**src/rtl/qos_vc_switch.sv**
```systemverilog
`default_nettype none
// ============================================================================
// Module   : qos_vc_switch
// Summary  : N_CH-class QoS switch. Ingress words are sorted into class FIFOs
//            by their top CH_W bits. A round-robin / strict-priority arbiter
//            moves at most one word per cycle into the matching egress FIFO.
//            The design also has a RESET/INIT/IDLE/ACTIVE control FSM,
//            programmable thresholds and saturating statistics counters.
// Options  : QOS_DROP_CNT_EN - include the overflow drop counter (idx = N_CH)
// Revision : 1.0 - initial release
// ============================================================================
module qos_vc_switch #(
  parameter int DATA_W = 12,
  parameter int N_CH   = 4,
  parameter int DEPTH  = 8,
  parameter int CNT_W  = 8
) (
  input  logic                   clk,
  input  logic                   reset,
  input  logic                   init,
  input  logic [$clog2(DEPTH):0] umbral_high,
  input  logic [$clog2(DEPTH):0] umbral_low,
  input  logic                   prio_mode,
  input  logic                   push,
  input  logic [DATA_W-1:0]      data_in,
  input  logic [N_CH-1:0]        pop,
  output logic [N_CH*DATA_W-1:0] fifo_dataout,
  output logic [N_CH-1:0]        egress_empty,
  output logic [N_CH-1:0]        egress_almost_empty,
  input  logic                   req,
  input  logic [$clog2(N_CH):0]  idx,
  output logic                   valid,
  output logic [CNT_W-1:0]       data,
  output logic                   active_out,
  output logic                   idle_out
);

  localparam int               CH_W    = $clog2(N_CH);
  localparam int               AW      = $clog2(DEPTH);
  localparam logic [AW:0]      DEPTH_C = (AW+1)'(DEPTH);
  localparam logic [CNT_W-1:0] CNT_MAX = {CNT_W{1'b1}};

  typedef enum logic [1:0] {
    ST_RESET  = 2'd0,
    ST_INIT   = 2'd1,
    ST_IDLE   = 2'd2,
    ST_ACTIVE = 2'd3
  } state_t;

  state_t           state_q;
  logic [AW:0]      high_q;
  logic [AW:0]      low_q;
  logic [CH_W-1:0]  rr_q;
  logic             valid_q;
  logic [CNT_W-1:0] data_q;

  logic [CH_W-1:0]              w_cls_sel;
  logic [N_CH-1:0]              w_cls_ne;
  logic [N_CH-1:0]              w_cls_full;
  logic [N_CH-1:0]              w_elig;
  logic [N_CH-1:0]              w_cls_wr;
  logic [N_CH-1:0]              w_cls_rd;
  logic                         w_gnt_vld;
  logic [CH_W-1:0]              w_gnt_idx;
  logic                         w_push_ok;
  logic [N_CH-1:0][CNT_W-1:0]   w_cnt_all;
  logic [CNT_W-1:0]             w_stat;

  assign w_cls_sel  = data_in[DATA_W-1 -: CH_W];
  assign active_out = (state_q == ST_ACTIVE);
  assign idle_out   = (state_q == ST_IDLE);
  assign valid      = valid_q;
  assign data       = data_q;

  // Arbiter: strict priority takes the highest eligible index, round-robin the
  // first eligible index after rr_q (descending scan so the nearest one wins).
  always_comb begin
    w_gnt_vld = 1'b0;
    w_gnt_idx = '0;
    if (state_q == ST_ACTIVE) begin
      if (prio_mode) begin
        for (int i = 0; i < N_CH; i++) begin
          if (w_elig[i]) begin
            w_gnt_vld = 1'b1;
            w_gnt_idx = CH_W'(i);
          end
        end
      end else begin
        for (int k = N_CH; k >= 1; k--) begin
          if (w_elig[rr_q + CH_W'(k)]) begin
            w_gnt_vld = 1'b1;
            w_gnt_idx = rr_q + CH_W'(k);
          end
        end
      end
    end
  end

  // Ingress accept: a full class still takes a push when it is granted this cycle.
  always_comb begin
    w_cls_rd  = '0;
    w_cls_wr  = '0;
    w_push_ok = 1'b0;
    if (w_gnt_vld) w_cls_rd[w_gnt_idx] = 1'b1;
    if (push && (state_q != ST_RESET))
      w_push_ok = !w_cls_full[w_cls_sel] || w_cls_rd[w_cls_sel];
    w_cls_wr[w_cls_sel] = w_push_ok;
  end

`ifdef QOS_DROP_CNT_EN
  logic [CNT_W-1:0] drop_q;
  logic             w_drop;
  assign w_drop = push && (state_q != ST_RESET) && !w_push_ok;

  // Saturating count of pushes rejected because the class FIFO was full
  always_ff @(posedge clk) begin
    if (!reset)                         drop_q <= '0;
    else if (w_drop && drop_q != CNT_MAX) drop_q <= drop_q + CNT_W'(1);
  end
`endif

  // Statistics select: per-channel pop counters, then drop counter, then zero
  always_comb begin
    w_stat = '0;
    if (idx < (CH_W+1)'(N_CH))
      w_stat = w_cnt_all[idx[CH_W-1:0]];
`ifdef QOS_DROP_CNT_EN
    else if (idx == (CH_W+1)'(N_CH))
      w_stat = drop_q;
`endif
  end

  // Control FSM, threshold latches, RR pointer and statistics read port
  always_ff @(posedge clk) begin
    if (!reset) begin
      state_q <= ST_RESET;
      high_q  <= DEPTH_C - (AW+1)'(1);
      low_q   <= (AW+1)'(1);
      rr_q    <= CH_W'(N_CH - 1);
      valid_q <= 1'b0;
      data_q  <= '0;
    end else begin
      if (w_gnt_vld && !prio_mode) rr_q <= w_gnt_idx;
      if (req && (state_q == ST_IDLE)) begin
        valid_q <= 1'b1;
        data_q  <= w_stat;
      end else begin
        valid_q <= 1'b0;
      end
      case (state_q)
        ST_RESET: state_q <= ST_INIT;
        ST_INIT: begin
          high_q <= (umbral_high == '0) ? DEPTH_C : umbral_high;
          low_q  <= (umbral_low  == '0) ? DEPTH_C : umbral_low;
          if (!init) state_q <= ST_IDLE;
        end
        ST_IDLE: begin
          if (init)           state_q <= ST_INIT;
          else if (|w_cls_ne) state_q <= ST_ACTIVE;
        end
        default: begin
          if (init)            state_q <= ST_INIT;
          else if (!(|w_cls_ne)) state_q <= ST_IDLE;
        end
      endcase
    end
  end

  for (genvar g = 0; g < N_CH; g++) begin : g_ch
    logic [DEPTH-1:0][DATA_W-1:0] cls_mem_q;
    logic [DEPTH-1:0][DATA_W-1:0] egr_mem_q;
    logic [AW-1:0]                cls_wr_q, cls_rd_q, egr_wr_q, egr_rd_q;
    logic [AW:0]                  cls_cnt_q, egr_cnt_q;
    logic [CNT_W-1:0]             pop_cnt_q;
    logic                         w_egr_rd;

    assign w_egr_rd                       = pop[g] && (egr_cnt_q != '0);
    assign w_cls_ne[g]                    = (cls_cnt_q != '0);
    assign w_cls_full[g]                  = (cls_cnt_q == DEPTH_C);
    assign w_elig[g]                      = w_cls_ne[g] && (egr_cnt_q < high_q);
    assign w_cnt_all[g]                   = pop_cnt_q;
    assign fifo_dataout[g*DATA_W +: DATA_W] = egr_mem_q[egr_rd_q];
    assign egress_empty[g]                = (egr_cnt_q == '0);
    assign egress_almost_empty[g]         = (egr_cnt_q <= low_q);

    // Class FIFO: written by ingress, read by the arbiter grant
    always_ff @(posedge clk) begin
      if (!reset) begin
        cls_mem_q <= '0;
        cls_wr_q  <= '0;
        cls_rd_q  <= '0;
        cls_cnt_q <= '0;
      end else begin
        if (w_cls_wr[g]) begin
          cls_mem_q[cls_wr_q] <= data_in;
          cls_wr_q            <= cls_wr_q + AW'(1);
        end
        if (w_cls_rd[g]) cls_rd_q <= cls_rd_q + AW'(1);
        case ({w_cls_wr[g], w_cls_rd[g]})
          2'b10:   cls_cnt_q <= cls_cnt_q + (AW+1)'(1);
          2'b01:   cls_cnt_q <= cls_cnt_q - (AW+1)'(1);
          default: ;
        endcase
      end
    end

    // Egress FIFO (show-ahead head) plus its saturating pop counter
    always_ff @(posedge clk) begin
      if (!reset) begin
        egr_mem_q <= '0;
        egr_wr_q  <= '0;
        egr_rd_q  <= '0;
        egr_cnt_q <= '0;
        pop_cnt_q <= '0;
      end else begin
        if (w_cls_rd[g]) begin
          egr_mem_q[egr_wr_q] <= cls_mem_q[cls_rd_q];
          egr_wr_q            <= egr_wr_q + AW'(1);
        end
        if (w_egr_rd) begin
          egr_rd_q <= egr_rd_q + AW'(1);
          if (pop_cnt_q != CNT_MAX) pop_cnt_q <= pop_cnt_q + CNT_W'(1);
        end
        case ({w_cls_rd[g], w_egr_rd})
          2'b10:   egr_cnt_q <= egr_cnt_q + (AW+1)'(1);
          2'b01:   egr_cnt_q <= egr_cnt_q - (AW+1)'(1);
          default: ;
        endcase
      end
    end
  end

endmodule
`default_nettype wire
```
**config.mk**
```make
export PLATFORM = sky130hd
export DESIGN_NAME = qos_vc_switch
export DESIGN_NICKNAME = d
export VERILOG_FILES = /design/src/rtl/qos_vc_switch.sv
export SDC_FILE = /design/constraint.sdc
export NUM_CORES = 2
export LEC_CHECK = 0
export ABC_CLOCK_PERIOD_IN_PS = 4900
export CORE_MARGIN = 3
export CORE_UTILIZATION = 35
export CTS_BUF_LIST = sky130_fd_sc_hd__clkbuf_16
export DETAILED_ROUTE_END_ITERATION = 7
export GPL_ROUTABILITY_DRIVEN = 0
export SLEW_MARGIN = 20
export SYNTH_ARGS = -nofsm -noshare
export SYNTH_HDL_FRONTEND = slang
export SYNTH_SLANG_ARGS = --single-unit
```
**constraint.sdc**
```tcl
create_clock -name clk -period 4.9 [get_ports clk]
set_input_delay 0.98 -clock clk [delete_from_list [all_inputs] [get_ports clk]]
set_output_delay 0.98 -clock clk [all_outputs]
set_load 0.02 [all_outputs]
```
==> implementation parameters <==
Parameter                              Value

Job
  Max capacitance violation total    0

STA
  Final setup vio count    0
  Minimum setup slack in the final design    694 ps
  Worst-Margin Slew    1240 ps
  Clk_skew    33.0 ps
  Total count of max-transition violations in the final report    0
  Final TNS setup    0 ps
  Fin. Hold Viols    0
  Unrepaired setup endpoints after global routing    false
  Max Clk Rate    238 MHz
  Worst-case headroom to the max-slew limit    0.168
  Min Clock Period, post-route    4210 ps
  Period utilisation layout    0.858

GRT
  Vias in the first global route    29,500
  Pin count of the biggest net entering global routing    112
  Wire length of the first global-routing pass    171 mm
  Total gr overflow    0
  GR Util All Layers    0.173
  Number of antenna violations at the first check in global routing    5

Finish
  Non-filler cells in the finished layout    5,687
  Footprint of the flip-flops and latches    18,000 µm²
  Multi-input logic area    21,800 µm²
  Fraction of final layout cells sized beyond drive strength 1    0.148
  Fillcell total    11,300
  Synth-to-Final Area Change    13.6%
  Final Net Count    4,198

Clock network
  Quantity of hold-fixing buffers added after cts    0
  CTS clock-pin slew for the worst setup and hold paths    60 ps
  H-tree depth reported by CTS    3
  Gates resized, CTS repair    0
  Longest Clk Path Bufs    3
  Root buf cell    sky130_fd_sc_hd__clkbuf_16
  Clock insertion delay at the later pin of the skew report    650 ps
  Post-CTS setup repair buffer count    0
  CTS buffer count    92
  TritonCTS clock tree    done
  Number of clock sinks    901

Yosys
  Async SR Flop Fraction    0
  Multiplexer share of the synthesized area    0.256
  Leading cell type by number of instances after synthesis    sky130_fd_sc_hd__dfxtp_1
  Fraction of synthesized cell area taken by the top area cell type    0.437
  Compound-Gate Fraction of Synth Area    0.0935
  Share of the synthesized netlist area taken by xor and xnor gates    0.0142
  Dominant synthesized flop cell    sky130_fd_sc_hd__dfxtp_1
  Unique cell type count in the Yosys netlist    68
  Cell types with the highest counts after synthesis    sky130_fd_sc_hd__dfxtp_1 (901), sky130_fd_sc_hd__nand2_1 (628), sky130_fd_sc_hd__mux2i_1 (496)
  Avg Cell Area, Syn    10.0 µm²
  Main combinational cell family by area after synthesis    multiplexers
  Area share of and/or/nand/nor cells after synthesis    0.134
  Cell type with the highest aggregate area in the netlist    sky130_fd_sc_hd__dfxtp_1
  Synth Cell Area    41,300 µm²
  Syn nets    4,244
  Post-synth EDFFs    0
  Warning count from the yosys run    0
  Share of the yosys chip area belonging to registers    0.437
  Flip-flop and latch count after synthesis    901
  Synth top area cells    sky130_fd_sc_hd__dfxtp_1 (44%), sky130_fd_sc_hd__mux2i_1 (12%), sky130_fd_sc_hd__mux4_2 (11%)
  Post-synthesis share of cell area spent on full adders, half adders and majority gates    0.0255
  Synthesized netlist cell count    4,132

Floorplanning
  Die Wd    350 µm
  Site Rows    125
  Number of top-level pins    100
  Area of the die    122,000 µm²
  Height of the chip    350 µm
  Core Area    117,000 µm²
  Starting utilization of the core area    0.354

Pwr
  PwrDens    322 nW/µm²
  Maximum ir drop on the vdd rail    0.000250 V
  Leak pwr    17.0 nW

Placement
  # placed instances    5,515
  HPWL Detailed    67.6 mm
  Port Buf Inserts    99
  Pre-CTS worst setup slack    570 ps

Routing
  Final wirelength    108 mm
  Routed len/inst    18.9 µm
  Initial DRC count    2,407
  Vias per cell    5.35
  Count of vias placed by the detailed router    30,400
  Number of search-and-repair iterations in the first detailed-routing pass    5
  Count of nets left with antenna violations after detail routing    0
  Drc violations    0

Worst setup path
  Startpoint type of the worst setup path    flop
  Required time of the worst setup path    5480 ps
  Top fanout value on the critical path    15
  Number of buffer and inverter stages on the critical path    0
  Number of cells on the critical path    14
  Worst reg-to-reg path cell count    14
  Critical register-to-register path startpoint    g_ch[0].cls_cnt_q[0]$_SDFFE_PN0P_
  Largest stage delay on the critical path    750 ps
  Endpoint type of the worst setup path    flop
  Start-to-end type of the worst setup path    flop to flop
  Worst path top cell family by delay    compound AO/OA/AOI/OAI gates
  Reg-to-reg slack, setup    690 ps
  Reg-to-reg critical path endpoint    g_ch[2].cls_cnt_q[3]$_SDFFE_PN0P_
  Crit path arrival time    4780 ps
  Critical path, cell by cell    nor4_1, nor2_1, o21ai_1, nor2_1, a211o_1, o2111ai_1, and2_1, ha_1, ha_1, a21o_1, a21oi_1, xnor2_1, or3_1, a21oi_1
  Highest-delay cell along the critical path    sky130_fd_sc_hd__nor4_1

Worst hold path
  Hold path endpoint    g_ch[2].cls_mem_q[10]$_SDFFE_PN0P_
  Classification of the worst-slack hold path    flop to flop
  Startpoint of the lowest-slack hold path    g_ch[2].cls_mem_q[10]$_SDFFE_PN0P_
  Worst hold path stage count    2

Status
  Status    complete, no violations
-- report_power, final --
part / internal (mW) / switching, mW / total (mW)
combinational: 0.169 / 0.375 / 0.543
clock: 4.11 / 3.07 / 7.18
sequential: 7.35 / 0.0403 / 7.39
-- cell type report --
type,instances,area share
Clock buffer,93,0.0496
Inverter,56,0.00464
Clock inverter,77,0.0158
Multi-Input combinational cell,2825,0.464
Antenna cell,1,0.0000533
Tap cell,1524,0.0406
Sequential cell,901,0.384
Timing Repair Buffer,210,0.0408
-- per-layer routing --
| metal | vias up | track usage | wire [µm] |
|---|---|---|---|
| li1 | 14700 | - | - |
| met1 | 15000 | 0.250 | 51700 |
| met2 | 620 | 0.274 | 49500 |
| met3 | 124 | 0.0201 | 4770 |
| met4 | 0 | 0.0428 | 1820 |
| met5 | - | 0 | 0 |
-- through the flow --
step	instance area [µm²]	utilization	power, mW	hold WS (ps)
finish	46900	0.402	15.1	426
global placement	43900	0.376	8.09	415
global route	46900	0.402	15.6	447
CTS	46900	0.402	15.3	430
floorplan	41300	-	7.89	406
detailed placement	43900	0.376	8.10	418
-- flip-flops by register name, indices dropped and copies added (netlist names) --
register / flops
high_q: 4
g_ch.cls_wr_q: 12
data: 8
g_ch.egr_wr_q: 12
g_ch.cls_rd_q: 12
rr_q: 2
low_q: 4
g_ch.egr_cnt_q: 16
g_ch.cls_mem_q: 384
g_ch.egr_rd_q: 12
g_ch.cls_cnt_q: 16
g_ch.egr_mem_q: 384
valid: 1
state_q: 2
g_ch.pop_cnt_q: 32
-- cells by family (layout without fill, tap and decap cells) --
logic type	Yosys count	count (layout)
flops	901	901
buf+inv	406	436
other cells	0	1
xor+xnor	67	67
mux	793	793
simple gates	1223	1223
fa+ha+maj	80	80
compound gates	662	662
-- worst max path at each step --
stage                                      startpoint                           endpoint  slack, ps
floorplan                                 data_in[11]  g_ch[0].cls_cnt_q[3]$_SDFFE_PN0P_        910
global placement                            prio_mode  g_ch[2].cls_cnt_q[3]$_SDFFE_PN0P_        600
detailed placement                          prio_mode  g_ch[2].cls_cnt_q[3]$_SDFFE_PN0P_        570
CTS                  g_ch[3].egr_rd_q[0]$_SDFFE_PN0P_                   fifo_dataout[39]        630
global route        g_ch[0].cls_cnt_q[0]$_SDFFE_PN0P_  g_ch[2].cls_cnt_q[3]$_SDFFE_PN0P_        400
finish              g_ch[0].cls_cnt_q[0]$_SDFFE_PN0P_  g_ch[2].cls_cnt_q[3]$_SDFFE_PN0P_        690
-- cells in the final DEF (no fill, tap or decap), drive strengths merged, types with 37 or more instances in the layout --
master | netlist | final
dfxtp | 901 | 901
nand2 | 628 | 628
mux2i | 496 | 496
a21oi | 292 | 292
nand3 | 251 | 251
mux4 | 200 | 200
o21ai | 187 | 187
nor2 | 175 | 175
buf | 92 | 112
o211ai | 99 | 99
clkdlybuf4s50 | 0 | 98
mux2 | 97 | 97
clkbuf | 258 | 93
ha | 72 | 72
inv | 54 | 71
clkinv | 2 | 44
xor2 | 37 | 37
-- worst reg2reg max path, stage by stage, from the launching register on --
cell and delay, ps:
sky130_fd_sc_hd__dfxtp_1 360, sky130_fd_sc_hd__nor4_1 750, sky130_fd_sc_hd__nor2_1 70, sky130_fd_sc_hd__o21ai_1 280, sky130_fd_sc_hd__nor2_1 130, sky130_fd_sc_hd__a211o_1 560, sky130_fd_sc_hd__o2111ai_1 440, sky130_fd_sc_hd__and2_1 190
sky130_fd_sc_hd__ha_1 200, sky130_fd_sc_hd__ha_1 240, sky130_fd_sc_hd__a21o_1 170, sky130_fd_sc_hd__a21oi_1 170, sky130_fd_sc_hd__xnor2_1 90, sky130_fd_sc_hd__or3_1 300, sky130_fd_sc_hd__a21oi_1 160
No activity file was read; power rests on OpenSTA's default activity.
